$ cat src/rtl/spi_reg_frontend.sv
`default_nettype none
// ============================================================================
// Module   : spi_reg_frontend
// Brief    : SPI mode-0 slave that decodes READ/WRITE command frames into
//            register-bank strobes. Optional build macro: SPI_AUTOINC_EN.
// Revision : 1.0 - initial release
// ============================================================================
module spi_reg_frontend #(
    parameter int DATA_WIDTH  = 8,
    parameter int ADDR_WIDTH  = 8,
    parameter int SYNC_STAGES = 2
) (
    input  logic                  SPI_CLK,
    input  logic                  RST,
    input  logic                  SCLK,
    input  logic                  CS_N,
    input  logic                  MOSI,
    output logic                  MISO,
    output logic [ADDR_WIDTH-1:0] reg_address,
    output logic [DATA_WIDTH-1:0] reg_wdata,
    output logic                  reg_write_strobe,
    output logic                  reg_read_strobe,
    input  logic [DATA_WIDTH-1:0] reg_rdata,
    output logic                  frame_active
);

    localparam int c_CNT_W = $clog2(DATA_WIDTH);
    localparam logic [DATA_WIDTH-1:0] c_OP_READ  = DATA_WIDTH'(1);
    localparam logic [DATA_WIDTH-1:0] c_OP_WRITE = DATA_WIDTH'(2);

    localparam logic [2:0] c_IDLE   = 3'd0;
    localparam logic [2:0] c_CMD    = 3'd1;
    localparam logic [2:0] c_ADDR_W = 3'd2;
    localparam logic [2:0] c_WDATA  = 3'd3;
    localparam logic [2:0] c_ADDR_R = 3'd4;
    localparam logic [2:0] c_RDUMMY = 3'd5;
    localparam logic [2:0] c_RDATA  = 3'd6;
    localparam logic [2:0] c_IGNORE = 3'd7;

    logic [SYNC_STAGES-1:0] r_sclk_sync;
    logic [SYNC_STAGES-1:0] r_cs_sync;
    logic [SYNC_STAGES-1:0] r_mosi_sync;
    logic                   r_sclk_d;
    logic [c_CNT_W-1:0]     r_bit_cnt;
    logic [DATA_WIDTH-1:0]  r_rx;
    logic [2:0]             r_state;
    logic [2:0]             w_state_nxt;
    logic [ADDR_WIDTH-1:0]  r_addr;
    logic [DATA_WIDTH-1:0]  r_wdata;
    logic                   r_write_strobe;
    logic                   r_read_strobe;
    logic                   r_rd_pending;
    logic [DATA_WIDTH-1:0]  r_rd_hold;
    logic [DATA_WIDTH-1:0]  r_tx;
    logic                   r_miso;

    logic                   w_sclk_s;
    logic                   w_mosi_s;
    logic                   w_cs_active;
    logic                   w_sclk_rise;
    logic                   w_sclk_fall;
    logic [DATA_WIDTH-1:0]  w_byte;
    logic                   w_byte_done;
    logic                   w_addr_hit;
    logic                   w_wr_hit;
    logic                   w_rd_first;
    logic                   w_rd_next;
    logic                   w_tx_shift;

    // Chip select resets to the inactive (high) level in its synchroniser.
    always_ff @(posedge SPI_CLK or posedge RST) begin
        if (RST) begin
            r_sclk_sync <= '0;
            r_cs_sync   <= '1;
            r_mosi_sync <= '0;
            r_sclk_d    <= 1'b0;
        end else begin
            r_sclk_sync <= {r_sclk_sync[SYNC_STAGES-2:0], SCLK};
            r_cs_sync   <= {r_cs_sync[SYNC_STAGES-2:0], CS_N};
            r_mosi_sync <= {r_mosi_sync[SYNC_STAGES-2:0], MOSI};
            r_sclk_d    <= w_sclk_s;
        end
    end

    assign w_sclk_s    = r_sclk_sync[SYNC_STAGES-1];
    assign w_mosi_s    = r_mosi_sync[SYNC_STAGES-1];
    assign w_cs_active = ~r_cs_sync[SYNC_STAGES-1];
    assign w_sclk_rise = w_cs_active & w_sclk_s & ~r_sclk_d;
    assign w_sclk_fall = w_cs_active & ~w_sclk_s & r_sclk_d;
    assign w_byte      = {r_rx[DATA_WIDTH-2:0], w_mosi_s};
    assign w_byte_done = w_sclk_rise & (r_bit_cnt == c_CNT_W'(DATA_WIDTH-1));
    assign w_addr_hit  = w_byte_done & ((r_state == c_ADDR_W) | (r_state == c_ADDR_R));
    assign w_wr_hit    = w_byte_done & (r_state == c_WDATA);
    assign w_rd_first  = w_byte_done & (r_state == c_ADDR_R);
    assign w_rd_next   = w_byte_done & ((r_state == c_RDUMMY) | (r_state == c_RDATA));
    assign w_tx_shift  = w_sclk_fall & (r_state == c_RDATA);

    // Deasserted chip select discards any partially received byte.
    always_ff @(posedge SPI_CLK or posedge RST) begin
        if (RST) begin
            r_bit_cnt <= '0;
            r_rx      <= '0;
        end else if (!w_cs_active) begin
            r_bit_cnt <= '0;
            r_rx      <= '0;
        end else if (w_sclk_rise) begin
            r_bit_cnt <= r_bit_cnt + c_CNT_W'(1);
            r_rx      <= w_byte;
        end
    end

    always_ff @(posedge SPI_CLK or posedge RST) begin
        if (RST) begin
            r_state <= c_IDLE;
        end else begin
            r_state <= w_state_nxt;
        end
    end

    always_comb begin
        w_state_nxt = r_state;
        if (!w_cs_active) begin
            w_state_nxt = c_IDLE;
        end else begin
            case (r_state)
                c_IDLE:   w_state_nxt = c_CMD;
                c_CMD: begin
                    if (w_byte_done) begin
                        if (w_byte == c_OP_WRITE) begin
                            w_state_nxt = c_ADDR_W;
                        end else if (w_byte == c_OP_READ) begin
                            w_state_nxt = c_ADDR_R;
                        end else begin
                            w_state_nxt = c_IGNORE;
                        end
                    end
                end
                c_ADDR_W: if (w_byte_done) w_state_nxt = c_WDATA;
                c_ADDR_R: if (w_byte_done) w_state_nxt = c_RDUMMY;
                c_RDUMMY: if (w_byte_done) w_state_nxt = c_RDATA;
                default:  w_state_nxt = r_state;
            endcase
        end
    end

    // Read path prefetches: each data-phase byte boundary ships the held word
    // and launches the read that will feed the following byte.
    always_ff @(posedge SPI_CLK or posedge RST) begin
        if (RST) begin
            r_addr         <= '0;
            r_wdata        <= '0;
            r_write_strobe <= 1'b0;
            r_read_strobe  <= 1'b0;
            r_rd_pending   <= 1'b0;
            r_rd_hold      <= '0;
            r_tx           <= '0;
            r_miso         <= 1'b0;
        end else begin
            r_write_strobe <= w_wr_hit;
            r_read_strobe  <= w_rd_first | w_rd_next;
            r_rd_pending   <= r_read_strobe;
            if (w_addr_hit) begin
                r_addr <= ADDR_WIDTH'(w_byte);
            end
`ifdef SPI_AUTOINC_EN
            else if (r_write_strobe || w_rd_next) begin
                r_addr <= r_addr + ADDR_WIDTH'(1);
            end
`endif
            if (w_wr_hit) begin
                r_wdata <= w_byte;
            end
            if (r_rd_pending) begin
                r_rd_hold <= reg_rdata;
            end
            if (w_rd_next) begin
                r_tx <= r_rd_hold;
            end else if (w_tx_shift) begin
                r_tx <= r_tx << 1;
            end
            if (!w_cs_active) begin
                r_miso <= 1'b0;
            end else if (w_tx_shift) begin
                r_miso <= r_tx[DATA_WIDTH-1];
            end
        end
    end

    always_comb begin
        frame_active     = (r_state != c_IDLE);
        MISO             = r_miso & (r_state == c_RDATA) & ~CS_N;
        reg_address      = r_addr;
        reg_wdata        = r_wdata;
        reg_write_strobe = r_write_strobe;
        reg_read_strobe  = r_read_strobe;
    end

endmodule
`default_nettype wire

$ cat config.mk
export PLATFORM = sky130hd
export DESIGN_NAME = spi_reg_frontend
export DESIGN_NICKNAME = d
export VERILOG_FILES = /design/src/rtl/spi_reg_frontend.sv
export SDC_FILE = /design/constraint.sdc
export NUM_CORES = 1
export LEC_CHECK = 0
export ABC_AREA = 1
export CAP_MARGIN = 20
export CORE_AREA = 2 2 71 73
export DETAILED_ROUTE_END_ITERATION = 12
export DIE_AREA = 0 0 73 75
export PLACE_DENSITY = 0.73
export SLEW_MARGIN = 20
export SYNTH_ARGS = -nofsm -noshare
export SYNTH_HDL_FRONTEND = slang
export SYNTH_SLANG_ARGS = --single-unit
$ cat constraint.sdc
create_clock -name SPI_CLK -period 2.65 [get_ports SPI_CLK]
set_input_delay 0.265 -clock SPI_CLK [delete_from_list [all_inputs] [get_ports SPI_CLK]]
set_output_delay 0.265 -clock SPI_CLK [all_outputs]
set_load 0.02 [all_outputs]
==> Word-level counts from Yosys, hierarchy flattened <==
Index checks and enable logic that the tools add are counted.
Widths: inputs -> output; s select.
{ "word_totals": {"input_bits": 13, "word_cells": 71, "register_bits": 56, "output_inout_bits": 20} }
{ "op_classes": {"mux": 16, "add_sub_neg": 1, "bitwise_logic": 19, "n_reduce_logical": 7, "eq_ne": 13} }
{ "ops": {"columns": ["cell", "count"], "rows": [
  ["$mux 3", 8],
  ["$mux 8", 2],
  ["$pmux 3 s5", 1],
  ["$mux 7", 2],
  ["$and 1x1->1", 12],
  ["$eq 3x3->1 const B", 4],
  ["$ne 3x3->1 const B", 4],
  ["$eq 8x1->1 const B", 1],
  ["$eq 8x2->1 const B", 1],
  ["$eq 3x2->1 const B", 2],
  ["$reduce_bool 2->1", 3],
  ["$reduce_bool 6->1", 1],
  ["$reduce_and 5->1", 1],
  ["$not 1->1", 4],
  ["$add 3x1->3 const B", 1],
  ["$eq 3x1->1 const B", 1],
  ["$logic_not 3->1", 1],
  ["$or 1x1->1", 3],
  ["$reduce_bool 3->1", 1],
  ["$mux 1", 2],
  ["$mux 2", 1]
]} }

==> Depth between registers and ports, before layout <==
Gate-level depths: netlist (run 1).
{ "logic_depth": {"word_depth": 7, "depth_mapped": 9, "depth_no_buf": 9} }

==> Worst setup path after synthesis (run 1) <==
Ideal clock, no wire load.
{ "synth_timing": {"path_type": "register to output", "startpoint": "reg r_state[0]", "endpoint": "out MISO", "t_required_ns": 2.385, "arrival_ns": 1.138, "n_path_buf": 0, "setup_slack_ns": 1.247, "stages_incl_launch_ff": 4, "cell_sequence": "dfrtp_1 > inv_1 > nand3_1 > nor3_1"} }
{ "synth_via": {"elab_chain_len": 3} }
{ "synth_rtl": {"columns": ["item", "line", "text"], "rows": [
  ["start, declared", "46", "logic [2:0] r_state;"],
  ["start signal, assigned", "114", "r_state <= c_IDLE;"],
  ["start signal, assigned", "116", "r_state <= w_state_nxt;"],
  ["$eq 3x3->1", "191", "MISO = r_miso & (r_state == c_RDATA) & ~CS_N;"],
  ["$and 1x1->1 (2 in a row)", "191", null],
  ["end, declared", "18", "output logic MISO,"]
]} }
No other way between the ends.

==> Worst setup path after layout (run 1) <==
Ends and elaborated chain as after synthesis.

==> results of run 1 <==
area by class of cell:
| type | count | area, sq um |
|---|---|---|
| Clock buffer | 7 | 76.32 |
| Timing Repair Buffer | 33 | 340.3 |
| Tap cell | 54 | 67.56 |
| Clock inverter | 1 | 5.005 |
| Fill cell | 403 | 1928 |
| Inverter | 25 | 96.34 |
| Multi-Input combinational cell | 139 | 743.2 |
| Sequential cell | 56 | 1404 |
registers in the layout, summed over array words and instances, names as in the netlist, 2 cells and up:
signal and cells:
r_tx 8, r_rd_hold 8, reg_wdata 8, r_mosi_sync 2
r_rx 7, r_cs_sync 2, r_sclk_sync 2, reg_address 8
r_state 3, r_bit_cnt 3
synthesized netlist by cell type (all sizes together):
| cell | number | share of area |
|---|---|---|
| a21oi | 11 | 0.026 |
| a31oi | 5 | 0.014 |
| buf | 4 | 0.014 |
| clkbuf | 1 | 0.0016 |
| dfrtp | 54 | 0.59 |
| dfstp | 2 | 0.023 |
| ha | 2 | 0.011 |
| inv | 25 | 0.042 |
| mux2 | 7 | 0.035 |
| nand2 | 49 | 0.083 |
| nand3 | 22 | 0.054 |
| nor2 | 20 | 0.044 |
| nor3 | 2 | 0.0093 |
| o21ai | 13 | 0.029 |
| o22ai | 8 | 0.022 |
worst min path at each step:
stage	end	from	slack, ns
after floorplan	r_cs_sync[0]	CS_N	0.27
after global placement	r_sclk_sync[1]	r_sclk_sync[0]	0.33
after detailed placement	r_sclk_sync[1]	r_sclk_sync[0]	0.34
after CTS	r_rd_hold[5]	RST	0.19
after global routing	r_rd_hold[5]	RST	0.18
final	r_rd_hold[3]	RST	0.18
stage by stage:
| stage | instances | setup WS [ns] | cell area, sq um | utilization | hold slack [ns] |
|---|---|---|---|---|---|
| after detailed placement | 307 | 0.7908 | 2651 | 0.5689 | 0.3379 |
| after floorplan | 225 | 1.017 | 2280 | - | 0.2695 |
| after global placement | 307 | 0.8292 | 2651 | 0.5689 | 0.3325 |
| after CTS | 315 | 0.4535 | 2733 | 0.5863 | 0.1864 |
| after global routing | 315 | 0.3015 | 2733 | 0.5863 | 0.1774 |
| final | 315 | 0.4932 | 2733 | 0.5863 | 0.1829 |
where the power goes:
group,internal (mW),switching (mW)
combinational,0.113,0.188
sequential,0.894,0.0408
clock,0.186,0.258
total,1.19,0.487
kinds of logic (layout without fill, tap and decap cells):
| family | Yosys count | in the layout | share of synthesized area |
|---|---|---|---|
| simple gates | 93 | 93 | 0.1905 |
| flops | 56 | 56 | 0.6158 |
| compound gates | 37 | 37 | 0.09001 |
| buf+inv | 30 | 66 | 0.05818 |
| mux | 7 | 7 | 0.03458 |
| fa+ha+maj | 2 | 2 | 0.01098 |
cells in the final DEF, fill, tap and decap left out, types with 2 or more instances in the layout:
cell type,count
o21ai_0,12
mux2_2,7
inv_1,21
clkbuf_8,5
dfrtp_1,54
dfstp_2,2
nand3_1,21
clkdlybuf4s50_1,32
nand2_2,2
o22ai_1,8
a21oi_1,10
clkbuf_1,2
nor2_1,17
inv_2,3
a31oi_1,5
ha_1,2
nand2_1,47
metal layers:
layer	up-vias	GRT usage	routed length [microns]
met1	794	0.2313	1974
li1	803	-	-
met5	-	0	0
met4	0	0.07613	74
met2	28	0.2482	1863
met3	9	0.05221	128
==> run_results.csv, run 1 <==
group,metric,value,unit
floorplanning,rows,25,
clock_network,cts-resized-gates,0,
clock_network,insertion_delay,0.30,ns
worst_setup_path,crit_family,"buffers and inverters",
clock_network,cts_setup_buffers,0,
clock_network,root_buffer,"clkbuf_8",
worst_setup_path,worstReg2RegStart,"r_bit_cnt[0]",
global_routing,first_global_vias,1566,
clock_network,path_clk_slew,0.09,ns
global_routing,grt_max_degree,49,
worst_setup_path,cp_data_required_time,2.38,ns
route,drt_iter0_drc,161,
clock_network,cts_tree,"done",
worst_setup_path,slowest_stage,"clkdlybuf4s50_1",
clock_network,hold_buffers,0,
global_routing,grt_overflow,0,
worst_setup_path,path_depth,4,
worst_setup_path,critical_path.startpoint,"r_state[0]",
route,drc_errors,0,
route,avgRoutedWirePerCell,12.83,microns
global_routing,globalRouteTotalUtil,0.1685,
route,drtPass1Iterations,4,
cells_and_area,finalNetCount,275,
cells_and_area,drive_gt1_frac,0.1073,
logic_synthesis,synthesis.nets,240,
global_routing,antenna_found_initial,0,
sta,hold_viol_final,0,
placement,dp_hpwl,2870,microns
clock_network,htree_levels,2,
logic_synthesis,ys_types,27,
sta,fin_setup_tns,0,ns
placement,port_buffers,32,
worst_hold_path,holdCritPathClass,"in2async",
pwr,p_leak,1.350,nW
pwr,fin_total_pwr,1.679,mW
logic_synthesis,yosys_warnings,0,
worst_setup_path,worstPathArrival,1.89,ns
sta,clock.fmax,463.6,MHz
logic_synthesis,syn_area_per_cell,10.13,sq um
logic_synthesis,synth_cells,225,
sta,finClkSkew,0.006829,ns
job,max_cap_violations,0,
route,via_count,1634,
worst_setup_path,r2r_end,"r_tx[1]",
worst_setup_path,cp.buffers_inverters,2,
worst_setup_path,rrSetupSlack,0.93,ns
worst_setup_path,critical_path_peak_fanout,6,
logic_synthesis,synth_area,0.002280,sq mm
sta,rsz0062_at_grt,"false",
placement,gp_congestion,0.8339,
status,outcome,"complete, no violations",
logic_synthesis,seq_area_frac_synth,0.6158,
clock_network,cts_buffers,5,
worst_setup_path,path_class,"reg2out",
worst_setup_path,crit_end,"MISO",
cells_and_area,n_antenna_cell,0,
worst_setup_path,setup.worst_path.start_class,"flop",
sta,finalCritPeriodShare,0.8139,
route,postRouteAntennaNets,0,
global_routing,grt_pass1_wl,6989,microns
clock_network,cts.path.max_buffers,2,
sta,maxSlewHeadroom,0.7195,
floorplanning,io_pins,33,
clock_network,clock-sinks,56,
worst_setup_path,max_stage_delay,0.63,ns
route,drt_wl_total,4041,microns
sta,slew_violations,0,
worst_setup_path,r2r_cells,8,
route,viasPerCell,5.187,
worst_setup_path,path_cells,"inv_1 -> nand3_1 -> nor3_1 -> clkdlybuf4s50_1",
floorplanning,die_area,0.005475,sq mm
floorplanning,die_h,75,microns
floorplanning,die_w,73,microns
cells_and_area,areaGrowthSynthToFinish,19.87,%
sta,finalSetupViolCount,0,
floorplanning,start_util,0.4891,
floorplanning,coreArea,0.004661,sq mm
logic_synthesis,ys_ff_latch,56,
worst_setup_path,critPathCaptureType,"output pin",
pwr,ir_worst_vdd,0.3401,mV
pwr,power_density,614.6,mW/mm^2
sta,period_minus_slack,2.157,ns
sta,tightest_slew,0.4197,ns
No activity file was read; power rests on OpenSTA's default activity.
==> inputs of run 2 (changes only) <==
==> constraint.sdc (replaced) <==
create_clock -name SPI_CLK -period 2.1 [get_ports SPI_CLK]
set_input_delay 0.21 -clock SPI_CLK [delete_from_list [all_inputs] [get_ports SPI_CLK]]
set_output_delay 0.21 -clock SPI_CLK [all_outputs]
set_load 0.02 [all_outputs]
==> run_results.csv, run 2 (synthesis results as in run 1) <==
group,metric,value,unit
sta,maxSlewHeadroom,0.6925,
sta,finalCritPeriodShare,0.8546,
placement,gp_congestion,0.8233,
worst_setup_path,worstReg2RegStart,"r_bit_cnt[0]",
placement,placedCellCount,308,
route,drc_errors,0,
pwr,power_density,811.3,mW/mm^2
sta,tightest_slew,0.4605,ns
route,drtPass1Iterations,5,
sta,hold_viol_final,0,
worst_setup_path,setup.worst_path.start_class,"flop",
floorplanning,rows,25,
clock_network,clock-sinks,56,
clock_network,insertion_delay,0.31,ns
clock_network,hold_buffers,0,
global_routing,grtUsageMet2,0.2272,
status,outcome,"complete, no violations",
floorplanning,die_h,75,microns
route,viasPerCell,5.085,
clock_network,root_buffer,"clkbuf_8",
global_routing,globalRoute.busiestLayer,"met2",
global_routing,first_global_vias,1444,
cells_and_area,drive_gt1_frac,0.1145,
clock_network,cts_buffers,5,
global_routing,grt_max_degree,28,
global_routing,grt_overflow,0,
sta,fin_setup_tns,0,ns
floorplanning,start_util,0.4891,
pwr,ir_worst_vdd,0.5963,mV
route,drt_iter0_drc,94,
cells_and_area,finalNetCount,276,
clock_network,cts_tree,"done",
sta,rsz0062_at_grt,"false",
route,via_count,1607,
sta,period_minus_slack,1.795,ns
floorplanning,die_w,73,microns
clock_network,cts-resized-gates,1,
cells_and_area,mostFrequentLayoutCells,"54 x dfrtp_1, 47 x nand2_1, 31 x clkdlybuf4s50_1",
global_routing,grt_pass1_wl,6451,microns
global_routing,globalRouteTotalUtil,0.1536,
worst_setup_path,critical_path_peak_fanout,6,
pwr,p_leak,1.373,nW
clock_network,cts.path.max_buffers,2,
floorplanning,die_area,0.005475,sq mm
floorplanning,io_pins,33,
worst_setup_path,r2r_end,"r_tx[1]",
global_routing,antenna_found_initial,0,
route,postRouteAntennaNets,0,
route,drt_wl_total,3872,microns
global_routing,met1_usage,0.2140,
worst_setup_path,cp_data_required_time,1.89,ns
clock_network,htree_levels,2,
worst_setup_path,path_class,"reg2out",
worst_setup_path,worstPathArrival,1.58,ns
worst_setup_path,critPathCaptureType,"output pin",
cells_and_area,fin_cells,316,
route,avgRoutedWirePerCell,12.25,microns
clock_network,cts_setup_buffers,0,
sta,clock.fmax,557.2,MHz
clock_network,path_clk_slew,0.10,ns
job,max_cap_violations,0,
placement,dp_hpwl,2788,microns
floorplanning,coreArea,0.004661,sq mm
cells_and_area,areaGrowthSynthToFinish,21.30,%
placement,port_buffers,32,
sta,slew_violations,0,
global_routing,met3_usage,0.04418,
cells_and_area,n_antenna_cell,0,
worst_setup_path,rrSetupSlack,0.42,ns
worst_setup_path,r2r_cells,8,
sta,finalSetupViolCount,0,
sta,finClkSkew,0.007297,ns
cells_and_area,final_common_cell,"dfrtp_1",
worst_hold_path,holdCritPathClass,"in2async",
==> run 2: changes by cell type in the layout (fill, tap and decap cells not counted), sizes merged <==
cell | before | now
buf | 1 | 2
bufinv | 0 | 1
clkbuf | 7 | 6
clkdlybuf4s50 | 32 | 31
dlygate4sd2 | 0 | 1
==> run 2: layer usage <==
layer	up-vias	part of all wire
met5	-	0
met4	0	0.018
met3	8	0.042
met2	35	0.44
met1	757	0.50
li1	807	-
==> run 2: worst max-delay path by stage <==
stage,from,end,cells past startpoint
floorplan,RST,r_bit_cnt[0],1
global placement,r_state[0],MISO,4
detailed placement,r_state[0],MISO,4
CTS,r_state[0],MISO,4
global route,r_state[0],MISO,4
finish,r_state[0],MISO,4
==> run 2: worst max-delay path, cell delays in order, from the launching register on <==
cell           delay (ns)
dfrtp_1              0.40
inv_1                0.16
nand3_1              0.18
nor3_1               0.18
dlygate4sd2_1        0.36
==> run 2: per-stage QoR <==
| step | power (mW) | cell area, sq um | worst slack (ns) | utilization | hold slack (ns) |
|---|---|---|---|---|---|
| global placement | 1.565 | 2659 | 0.3508 | 0.5705 | 0.3335 |
| detailed placement | 1.575 | 2659 | 0.3278 | 0.5705 | 0.3355 |
| finish | 2.243 | 2765 | 0.3054 | 0.5933 | 0.2338 |
| CTS | 2.262 | 2765 | 0.2802 | 0.5933 | 0.2521 |
| floorplan | 1.455 | 2280 | 0.5220 | - | 0.2145 |
| global route | 2.369 | 2765 | 0.1342 | 0.5933 | 0.2723 |
==> run 2: layout make-up <==
| cell class | count | area (sq um) |
|---|---|---|
| repair buffers | 34 | 346.6 |
| flip-flops and latches | 56 | 1404 |
| multi-input cells | 139 | 743.2 |
| fillers | 396 | 1896 |
| clock buffers | 6 | 72.57 |
| well taps | 54 | 67.56 |
| inverters | 25 | 96.34 |
| clock inverters | 2 | 35.03 |
==> run 2: power by group <==
part           internal (mW)  switching, mW
Combinational          0.144          0.236
Clock                  0.354          0.332
Sequential              1.13         0.0500
Total                   1.63          0.617
